==> config.mk <==
export PLATFORM = sky130hd
export DESIGN_NAME = dmem_port_arbiter_flat
export DESIGN_NICKNAME = d
export VERILOG_FILES = /design/src/rtl/dmem_port_arbiter_pkg.sv /design/src/rtl/dmem_port_arbiter_if.sv /design/src/rtl/dmem_port_arbiter_starve_ctr.sv /design/src/rtl/dmem_port_arbiter.sv /design/src/flat_wrapper.sv
export SDC_FILE = /design/constraint.sdc
export NUM_CORES = 1
export LEC_CHECK = 0
export BUFFER_PORTS_ARGS = -buffer_cell sky130_fd_sc_hd__buf_2
export CAP_MARGIN = 20
export CORE_AREA = 10 10 225 227
export CTS_CLUSTER_SIZE = 16
export DETAILED_ROUTE_END_ITERATION = 7
export DIE_AREA = 0 0 235 237
export GPL_TIMING_DRIVEN = 0
export PLACE_DENSITY = 0.39
export SLEW_MARGIN = 20
export SYNTH_ARGS = -nofsm -noshare
export SYNTH_HDL_FRONTEND = slang
export SYNTH_SLANG_ARGS = --single-unit
==> constraint.sdc <==
create_clock -name clk -period 2.1 [get_ports clk]
set_input_delay 0.105 -clock clk [delete_from_list [all_inputs] [get_ports clk]]
set_output_delay 0.105 -clock clk [all_outputs]
set_load 0.005 [all_outputs]
==> src/rtl/dmem_port_arbiter_pkg.sv <==
// Shared types and widths for the data-memory port arbiter.
package dmem_arb_pkg;

    localparam int unsigned ADDR_W = 64;
    localparam int unsigned DATA_W = 64;
    localparam int unsigned SIZE_W = 4;

    localparam logic [SIZE_W-1:0] MEM_SIZE_DW = 4'd8;

    typedef enum logic {
        S_CPU,
        S_DBG_LOCK
    } arb_state_t;

    typedef struct packed {
        logic              we;
        logic [ADDR_W-1:0] addr;
        logic [DATA_W-1:0] wdata;
        logic [SIZE_W-1:0] size;
    } mem_req_t;

endpackage

==> src/rtl/dmem_port_arbiter_if.sv <==
// Bundle of CPU, debug and datamem signals around the port arbiter.
interface dmem_port_arbiter_if;
    import dmem_arb_pkg::*;

    logic              cpu_req;
    logic              cpu_we;
    logic [ADDR_W-1:0] cpu_addr;
    logic [DATA_W-1:0] cpu_wdata;
    logic [SIZE_W-1:0] cpu_size;
    logic              cpu_stall;
    logic [DATA_W-1:0] cpu_rdata;

    logic              dbg_req;
    logic              dbg_we;
    logic [ADDR_W-1:0] dbg_addr;
    logic [DATA_W-1:0] dbg_wdata;
    logic [SIZE_W-1:0] dbg_size;
    logic              dbg_lock;
    logic              dbg_gnt;
    logic [DATA_W-1:0] dbg_rdata;

    logic [ADDR_W-1:0] MEM_Address;
    logic              MemWrite;
    logic              MemRead;
    logic [SIZE_W-1:0] mem_xfer_size;
    logic [DATA_W-1:0] MEM_Write_Data;
    logic [DATA_W-1:0] MEM_Read_Data;

    modport slave (
        input  cpu_req, cpu_we, cpu_addr, cpu_wdata, cpu_size,
        output cpu_stall, cpu_rdata,
        input  dbg_req, dbg_we, dbg_addr, dbg_wdata, dbg_size, dbg_lock,
        output dbg_gnt, dbg_rdata,
        output MEM_Address, MemWrite, MemRead, mem_xfer_size, MEM_Write_Data,
        input  MEM_Read_Data
    );

    modport master (
        output cpu_req, cpu_we, cpu_addr, cpu_wdata, cpu_size,
        input  cpu_stall, cpu_rdata,
        output dbg_req, dbg_we, dbg_addr, dbg_wdata, dbg_size, dbg_lock,
        input  dbg_gnt, dbg_rdata,
        input  MEM_Address, MemWrite, MemRead, mem_xfer_size, MEM_Write_Data,
        output MEM_Read_Data
    );

endinterface

==> src/rtl/dmem_port_arbiter_starve_ctr.sv <==
// Saturating count of cycles the debug requester has been denied.
module dmem_arb_starve_ctr #(
    parameter int unsigned MAX = 4
) (
    input  logic clk,
    input  logic reset,
    input  logic clr,
    input  logic inc,
    output logic at_max
);

    localparam int unsigned CW = (MAX < 1) ? 1 : $clog2(MAX + 1);

    logic [CW-1:0] cnt_q, cnt_d;

    always_comb begin
        cnt_d = cnt_q;
        if (clr) begin
            cnt_d = '0;
        end else if (inc && (cnt_q != CW'(MAX))) begin
            cnt_d = cnt_q + CW'(1);
        end
    end

    always_ff @(posedge clk) begin
        if (reset) begin
            cnt_q <= '0;
        end else begin
            cnt_q <= cnt_d;
        end
    end

    assign at_max = (cnt_q == CW'(MAX));

endmodule

==> src/rtl/dmem_port_arbiter.sv <==
// CPU-priority arbiter for the shared data-memory port with debug lock bursts.
// Optional DMEM_ARB_STATS_EN adds saturating stall/grant counters.
module dmem_port_arbiter
    import dmem_arb_pkg::*;
#(
    parameter int unsigned MAX_WAIT = 4,
    parameter int unsigned LOCK_MAX = 8
) (
    input  logic                clk,
    input  logic                reset,
    dmem_port_arbiter_if.slave  bus
`ifdef DMEM_ARB_STATS_EN
    ,
    output logic [31:0]         stat_cpu_stalls,
    output logic [31:0]         stat_dbg_grants
`endif
);

    localparam int unsigned LW = (LOCK_MAX < 1) ? 1 : $clog2(LOCK_MAX + 1);

    arb_state_t    arb_state_q, arb_state_d;
    logic [LW-1:0] lock_cnt_q, lock_cnt_d;
    logic [LW-1:0] lock_cnt_inc;
    logic          cpu_gnt;
    logic          dbg_gnt;
    logic          wait_at_max;
    logic          wait_clr;
    logic          wait_inc;
    logic          cpu_stall;
    mem_req_t      cpu_rq;
    mem_req_t      dbg_rq;
    mem_req_t      sel_rq;

    assign cpu_rq = '{we: bus.cpu_we, addr: bus.cpu_addr, wdata: bus.cpu_wdata, size: bus.cpu_size};
    assign dbg_rq = '{we: bus.dbg_we, addr: bus.dbg_addr, wdata: bus.dbg_wdata, size: bus.dbg_size};

    assign lock_cnt_inc = lock_cnt_q + LW'(1);

    // Grants come straight from registered state and live requests.
    always_comb begin
        arb_state_d = arb_state_q;
        lock_cnt_d  = lock_cnt_q;
        cpu_gnt     = 1'b0;
        dbg_gnt     = 1'b0;
        if (!reset) begin
            unique case (arb_state_q)
                S_CPU: begin
                    if (bus.dbg_req && (!bus.cpu_req || wait_at_max)) begin
                        dbg_gnt = 1'b1;
                    end else if (bus.cpu_req) begin
                        cpu_gnt = 1'b1;
                    end
                    if (dbg_gnt && bus.dbg_lock && (LOCK_MAX > 1)) begin
                        arb_state_d = S_DBG_LOCK;
                        lock_cnt_d  = LW'(1);
                    end
                end
                S_DBG_LOCK: begin
                    if (bus.dbg_req && bus.dbg_lock) begin
                        dbg_gnt    = 1'b1;
                        lock_cnt_d = lock_cnt_inc;
                        if (lock_cnt_inc == LW'(LOCK_MAX)) begin
                            arb_state_d = S_CPU;
                            lock_cnt_d  = '0;
                        end
                    end else begin
                        // Releasing the lock hands the same cycle to the CPU.
                        cpu_gnt     = bus.cpu_req;
                        arb_state_d = S_CPU;
                        lock_cnt_d  = '0;
                    end
                end
                default: begin
                    arb_state_d = S_CPU;
                    lock_cnt_d  = '0;
                end
            endcase
        end
    end

    always_ff @(posedge clk) begin
        if (reset) begin
            arb_state_q <= S_CPU;
            lock_cnt_q  <= '0;
        end else begin
            arb_state_q <= arb_state_d;
            lock_cnt_q  <= lock_cnt_d;
        end
    end

    // Wait count is meaningless inside a burst, so it is held at zero there.
    assign wait_clr = ~bus.dbg_req | dbg_gnt | (arb_state_q == S_DBG_LOCK);
    assign wait_inc = bus.dbg_req & ~dbg_gnt;

    dmem_arb_starve_ctr #(
        .MAX (MAX_WAIT)
    ) u_starve_ctr (
        .clk    (clk),
        .reset  (reset),
        .clr    (wait_clr),
        .inc    (wait_inc),
        .at_max (wait_at_max)
    );

    assign cpu_stall = bus.cpu_req & ~cpu_gnt & ~reset;

    always_comb begin
        sel_rq = '0;
        if (dbg_gnt) begin
            sel_rq = dbg_rq;
        end else if (cpu_gnt) begin
            sel_rq = cpu_rq;
        end
    end

    assign bus.MemRead        = (cpu_gnt | dbg_gnt) & ~sel_rq.we;
    assign bus.MemWrite       = (cpu_gnt | dbg_gnt) & sel_rq.we;
    assign bus.MEM_Address    = sel_rq.addr;
    assign bus.MEM_Write_Data = sel_rq.wdata;
    assign bus.mem_xfer_size  = sel_rq.size;

    assign bus.cpu_stall = cpu_stall;
    assign bus.dbg_gnt   = dbg_gnt;
    assign bus.cpu_rdata = cpu_gnt ? bus.MEM_Read_Data : '0;
    assign bus.dbg_rdata = dbg_gnt ? bus.MEM_Read_Data : '0;

`ifdef DMEM_ARB_STATS_EN
    logic [31:0] stall_cnt_q;
    logic [31:0] grant_cnt_q;

    always_ff @(posedge clk) begin
        if (reset) begin
            stall_cnt_q <= '0;
            grant_cnt_q <= '0;
        end else begin
            if (cpu_stall && (stall_cnt_q != '1)) begin
                stall_cnt_q <= stall_cnt_q + 32'd1;
            end
            if (dbg_gnt && (grant_cnt_q != '1)) begin
                grant_cnt_q <= grant_cnt_q + 32'd1;
            end
        end
    end

    assign stat_cpu_stalls = stall_cnt_q;
    assign stat_dbg_grants = grant_cnt_q;
`endif

endmodule
==> src/flat_wrapper.sv <==
// flat-port wrapper written by rule: the top's interface ports become plain ports
module dmem_port_arbiter_flat import dmem_arb_pkg::*;
#(
    parameter int unsigned MAX_WAIT = 4,
    parameter int unsigned LOCK_MAX = 8
)
  (clk, reset, bus_cpu_req, bus_cpu_we, bus_cpu_addr, bus_cpu_wdata, bus_cpu_size, bus_cpu_stall, bus_cpu_rdata, bus_dbg_req, bus_dbg_we, bus_dbg_addr, bus_dbg_wdata, bus_dbg_size, bus_dbg_lock, bus_dbg_gnt, bus_dbg_rdata, bus_MEM_Address, bus_MemWrite, bus_MemRead, bus_mem_xfer_size, bus_MEM_Write_Data, bus_MEM_Read_Data);
  dmem_port_arbiter_if bus_i ();
  input  logic clk;
  input  logic reset;
  input wire logic [$bits(bus_i.cpu_req)-1:0] bus_cpu_req;
  input wire logic [$bits(bus_i.cpu_we)-1:0] bus_cpu_we;
  input wire logic [$bits(bus_i.cpu_addr)-1:0] bus_cpu_addr;
  input wire logic [$bits(bus_i.cpu_wdata)-1:0] bus_cpu_wdata;
  input wire logic [$bits(bus_i.cpu_size)-1:0] bus_cpu_size;
  output wire logic [$bits(bus_i.cpu_stall)-1:0] bus_cpu_stall;
  output wire logic [$bits(bus_i.cpu_rdata)-1:0] bus_cpu_rdata;
  input wire logic [$bits(bus_i.dbg_req)-1:0] bus_dbg_req;
  input wire logic [$bits(bus_i.dbg_we)-1:0] bus_dbg_we;
  input wire logic [$bits(bus_i.dbg_addr)-1:0] bus_dbg_addr;
  input wire logic [$bits(bus_i.dbg_wdata)-1:0] bus_dbg_wdata;
  input wire logic [$bits(bus_i.dbg_size)-1:0] bus_dbg_size;
  input wire logic [$bits(bus_i.dbg_lock)-1:0] bus_dbg_lock;
  output wire logic [$bits(bus_i.dbg_gnt)-1:0] bus_dbg_gnt;
  output wire logic [$bits(bus_i.dbg_rdata)-1:0] bus_dbg_rdata;
  output wire logic [$bits(bus_i.MEM_Address)-1:0] bus_MEM_Address;
  output wire logic [$bits(bus_i.MemWrite)-1:0] bus_MemWrite;
  output wire logic [$bits(bus_i.MemRead)-1:0] bus_MemRead;
  output wire logic [$bits(bus_i.mem_xfer_size)-1:0] bus_mem_xfer_size;
  output wire logic [$bits(bus_i.MEM_Write_Data)-1:0] bus_MEM_Write_Data;
  input wire logic [$bits(bus_i.MEM_Read_Data)-1:0] bus_MEM_Read_Data;
  assign bus_i.cpu_req = bus_cpu_req;
  assign bus_i.cpu_we = bus_cpu_we;
  assign bus_i.cpu_addr = bus_cpu_addr;
  assign bus_i.cpu_wdata = bus_cpu_wdata;
  assign bus_i.cpu_size = bus_cpu_size;
  assign bus_cpu_stall = bus_i.cpu_stall;
  assign bus_cpu_rdata = bus_i.cpu_rdata;
  assign bus_i.dbg_req = bus_dbg_req;
  assign bus_i.dbg_we = bus_dbg_we;
  assign bus_i.dbg_addr = bus_dbg_addr;
  assign bus_i.dbg_wdata = bus_dbg_wdata;
  assign bus_i.dbg_size = bus_dbg_size;
  assign bus_i.dbg_lock = bus_dbg_lock;
  assign bus_dbg_gnt = bus_i.dbg_gnt;
  assign bus_dbg_rdata = bus_i.dbg_rdata;
  assign bus_MEM_Address = bus_i.MEM_Address;
  assign bus_MemWrite = bus_i.MemWrite;
  assign bus_MemRead = bus_i.MemRead;
  assign bus_mem_xfer_size = bus_i.mem_xfer_size;
  assign bus_MEM_Write_Data = bus_i.MEM_Write_Data;
  assign bus_i.MEM_Read_Data = bus_MEM_Read_Data;
  dmem_port_arbiter #(.MAX_WAIT(MAX_WAIT), .LOCK_MAX(LOCK_MAX)) u_core (.clk(clk), .reset(reset), .bus(bus_i));
endmodule
==> flow_results.xml <==
<?xml version="1.0" encoding="UTF-8"?>
<metrics>
  <group name="outcome">
    <metric name="status" unit="">finished with violations</metric>
    <metric name="violations" unit="">setup timing</metric>
  </group>
  <group name="detailed_routing">
    <metric name="wl_per_cell" unit="um">24.0</metric>
    <metric name="dr.first_iter.drc_count" unit="">284</metric>
    <metric name="drtPass1Iterations" unit="">4</metric>
    <metric name="detailroute.via_count" unit="">7456</metric>
    <metric name="drc_errors" unit="">0</metric>
    <metric name="antenna_left" unit="">0</metric>
    <metric name="detail_route.wirelength" unit="um">45300</metric>
    <metric name="via_per_inst" unit="">3.94</metric>
  </group>
  <group name="yosys">
    <metric name="synth_warnings" unit="">0</metric>
    <metric name="syn_inst" unit="">656</metric>
    <metric name="synth_cell_types" unit="">33</metric>
    <metric name="synth-async-reset-ratio" unit="%">0</metric>
    <metric name="ff_latch_count_synth" unit="">8</metric>
    <metric name="syn_area" unit="sq mm">0.00346</metric>
    <metric name="per_instance_average_area_after_synthesis" unit="sq um">5.28</metric>
    <metric name="postSynthNetCount" unit="">995</metric>
    <metric name="ys_seq_area_share" unit="%">4.63</metric>
    <metric name="edff_count_synth" unit="">0</metric>
    <metric name="synth-main-ff-cell" unit="">sky130_fd_sc_hd__dfxtp_1</metric>
  </group>
  <group name="sta">
    <metric name="max_slew.worst_pin.slew" unit="ns">0.881</metric>
    <metric name="worst_slew_margin_rel" unit="%">41.3</metric>
    <metric name="min_period_over_period" unit="%">106</metric>
    <metric name="final_period_minus_worst_setup_slack" unit="ns">2.23</metric>
    <metric name="rsz0062_at_grt" unit="">yes</metric>
    <metric name="finalSetupViolations" unit="">238</metric>
    <metric name="final_hold_viol_count" unit="">0</metric>
    <metric name="clock.fmax" unit="MHz">449</metric>
    <metric name="final.setup_skew" unit="ns">0.000635</metric>
    <metric name="final-max-slew-violation-count" unit="">0</metric>
    <metric name="layout_setup_ws" unit="ns">-0.127</metric>
  </group>
  <group name="grt">
    <metric name="first_global_vias" unit="">8050</metric>
    <metric name="all_layer_gr_usage" unit="%">15.0</metric>
    <metric name="first_pass_grt_wire_length" unit="um">61800</metric>
    <metric name="grt_overflow_total" unit="">0</metric>
    <metric name="grt_max_degree" unit="">11</metric>
    <metric name="grt_antenna_before_repair" unit="">23</metric>
  </group>
  <group name="die">
    <metric name="die_y" unit="um">237</metric>
    <metric name="floorplan.die.width" unit="um">235</metric>
    <metric name="ports" unit="">599</metric>
    <metric name="fp.dieArea" unit="sq mm">0.0557</metric>
    <metric name="initial_utilization" unit="%">7.50</metric>
    <metric name="core.rowCount" unit="">79</metric>
    <metric name="core_region_area" unit="sq mm">0.0462</metric>
  </group>
  <group name="critical_path">
    <metric name="critical_path.startpoint_type" unit="">flop</metric>
    <metric name="cp_max_stage_cell" unit="">sky130_fd_sc_hd__dfxtp_2</metric>
    <metric name="worstPathMaxFanout" unit="">5</metric>
    <metric name="arrival" unit="ns">2.12</metric>
    <metric name="cpPeakStageDelay" unit="ns">0.33</metric>
    <metric name="critical_path.top_delay_family" unit="">buffers and inverters</metric>
    <metric name="setup.worst_path.end_class" unit="">primary output</metric>
    <metric name="critical_path_buf_inv_count" unit="">5</metric>
    <metric name="worstPathCellList" unit="">inv_2, ha_4, a21bo_4, o211ai_4, buf_12, buf_12, clkbuf_16, nand3_2, a21oi_2, buf_2</metric>
    <metric name="crit_top_cell" unit="">sky130_fd_sc_hd__buf_12</metric>
    <metric name="required" unit="ns">2.00</metric>
    <metric name="timing.setup.critical_path_class" unit="">flop to primary output</metric>
  </group>
  <group name="cts">
    <metric name="clk_tree_root_cell" unit="">sky130_fd_sc_hd__clkbuf_16</metric>
    <metric name="tritoncts_clock_tree" unit="">yes</metric>
    <metric name="h-tree-depth" unit="">1</metric>
    <metric name="clk_pin_slew" unit="ns">0.04</metric>
    <metric name="cts.path.max_buffers" unit="">2</metric>
    <metric name="cts_made_buffers" unit="">3</metric>
    <metric name="numClockSinks" unit="">8</metric>
    <metric name="worstSkewPairLatency" unit="ns">0.23</metric>
  </group>
  <group name="job">
    <metric name="drv_cap" unit="">0</metric>
  </group>
  <group name="placement">
    <metric name="total_cell_area_at_the_placement_stage" unit="sq mm">0.00720</metric>
    <metric name="finalWeightedCongestion" unit="">0.945</metric>
    <metric name="io_buffers" unit="">596</metric>
    <metric name="detailed_place_hpwl" unit="um">39700</metric>
    <metric name="dp.cells" unit="">1859</metric>
  </group>
  <group name="layout">
    <metric name="final_core_utilization" unit="%">20.0</metric>
    <metric name="fillerInstances" unit="">5330</metric>
    <metric name="most_frequent_cells_in_the_layout" unit="">sky130_fd_sc_hd__buf_2, sky130_fd_sc_hd__nand2_1, sky130_fd_sc_hd__nand3_1</metric>
    <metric name="final_net_count" unit="">1621</metric>
    <metric name="final_cell_area" unit="sq mm">0.00922</metric>
    <metric name="area_growth" unit="%">166</metric>
    <metric name="instances_no_fill" unit="">1890</metric>
    <metric name="area_used_by_sequential_logic_in_the_layout" unit="sq um">163</metric>
    <metric name="multi_input_area" unit="sq mm">0.00382</metric>
    <metric name="layout-drive-gt1-share" unit="%">67.9</metric>
    <metric name="final_common_cell" unit="">sky130_fd_sc_hd__buf_2</metric>
  </group>
  <group name="pwr">
    <metric name="power.density" unit="mW/mm^2">242</metric>
    <metric name="ir_worst_vdd" unit="uV">203</metric>
    <metric name="leakagePower" unit="nW">4.64</metric>
  </group>
  <group name="min_path">
    <metric name="holdCritPathClass" unit="">input port to flop</metric>
  </group>
</metrics>
## cells in the mapped netlist, types with 2 or more instances
cell	count	area, sq um
sky130_fd_sc_hd__nand2_1	134	503
sky130_fd_sc_hd__a211oi_1	2	15.0
sky130_fd_sc_hd__nand3_1	134	671
sky130_fd_sc_hd__o21ai_0	2	10.0
sky130_fd_sc_hd__dfxtp_1	8	160
sky130_fd_sc_hd__xnor2_1	2	17.5
sky130_fd_sc_hd__a21oi_1	137	686
sky130_fd_sc_hd__inv_1	3	11.3
sky130_fd_sc_hd__clkbuf_1	51	191
sky130_fd_sc_hd__buf_4	6	45.0
sky130_fd_sc_hd__nand3b_1	3	22.5
sky130_fd_sc_hd__nor2_1	5	18.8
sky130_fd_sc_hd__ha_1	4	50.1
sky130_fd_sc_hd__nand2b_1	4	25.0
sky130_fd_sc_hd__and2_1	128	801
sky130_fd_sc_hd__buf_1	7	26.3
sky130_fd_sc_hd__buf_2	10	50.1
## state kept, by name, summed over array words and instances (netlist names)
register and flops:
u_core.lock_cnt_q 4, u_core.u_starve_ctr.cnt_q 3, u_core.arb_state_q 1
## logic make-up after synthesis
group | Yosys count | synth area share [%]
compound gates | 148 | 22.8
xor+xnor | 2 | 0.506
fa+ha+maj | 4 | 1.45
buf+inv | 77 | 9.36
flops | 8 | 4.63
mux | 2 | 0.615
simple gates | 415 | 60.6
## report_power, final
part | leakage [nW] | total (mW) | internal (mW) | switching, mW
Combinational | 4.53 | 1.74 | 0.829 | 0.913
Sequential | 0.0657 | 0.158 | 0.156 | 0.00227
Clock | 0.0370 | 0.328 | 0.246 | 0.0815
## area by class of cell
type | instances | area share (%)
tap | 607 | 8.24
inverter | 3 | 0.122
sequential | 8 | 1.76
multi-input combinational | 571 | 41.4
buffer | 74 | 8.02
antenna | 3 | 0.0814
timing repair buffer | 621 | 39.6
clock buffer | 3 | 0.814
## worst reg2reg max path, delay by kind of cell (launching register included)
family | cells | cell delay [ns]
fa+ha+maj | 1 | 0.15
flops | 1 | 0.33
compound gates | 4 | 0.78
buf+inv | 2 | 0.20
## layer usage
layer	vias to the layer above	part of all wire (%)	global-route usage, %
li1	3470	-	-
met1	3449	34	14.8
met2	463	55	30.8
met3	72	7.8	4.20
met4	2	2.5	1.94
met5	-	0.029	0
## timing repair
action / CTS / global route
buffers inserted: 15 / 2
hold buffers: 0 / 0
setup endpoints to repair: 264 / 262
pin swaps: 97 / 66
resized for setup: 285 / 141
cloned: 10 / 1
hold endpoints to repair: 0 / 0
## worst paths after layout
path / startpoint / end / slack [ns] / depth (start not counted)
setup / recovery: u_core.u_starve_ctr.cnt_q[1] / bus_MEM_Write_Data[4] / -0.13 / 10
hold / removal: bus_dbg_lock / u_core.arb_state_q / 0.23 / 3
setup reg to reg: u_core.u_starve_ctr.cnt_q[1] / u_core.lock_cnt_q[2] / 0.57 / 7
hold reg to reg: u_core.lock_cnt_q[3] / u_core.lock_cnt_q[3] / 0.51 / 2
## per-stage QoR
stage	setup TNS [ns]	setup slack [ns]	power, mW	hold slack [ns]
final	-13.12	-0.127	2.23	0.234
after floorplan	0	0.291	0.651	0.287
after global routing	-31.67	-0.198	2.38	0.269
after CTS	-22.16	-0.147	2.15	0.234
after detailed placement	-147.59	-0.925	1.52	0.462
after global placement	-142.63	-0.922	1.52	0.458
Note: power is estimated with default switching activity, not from simulation.
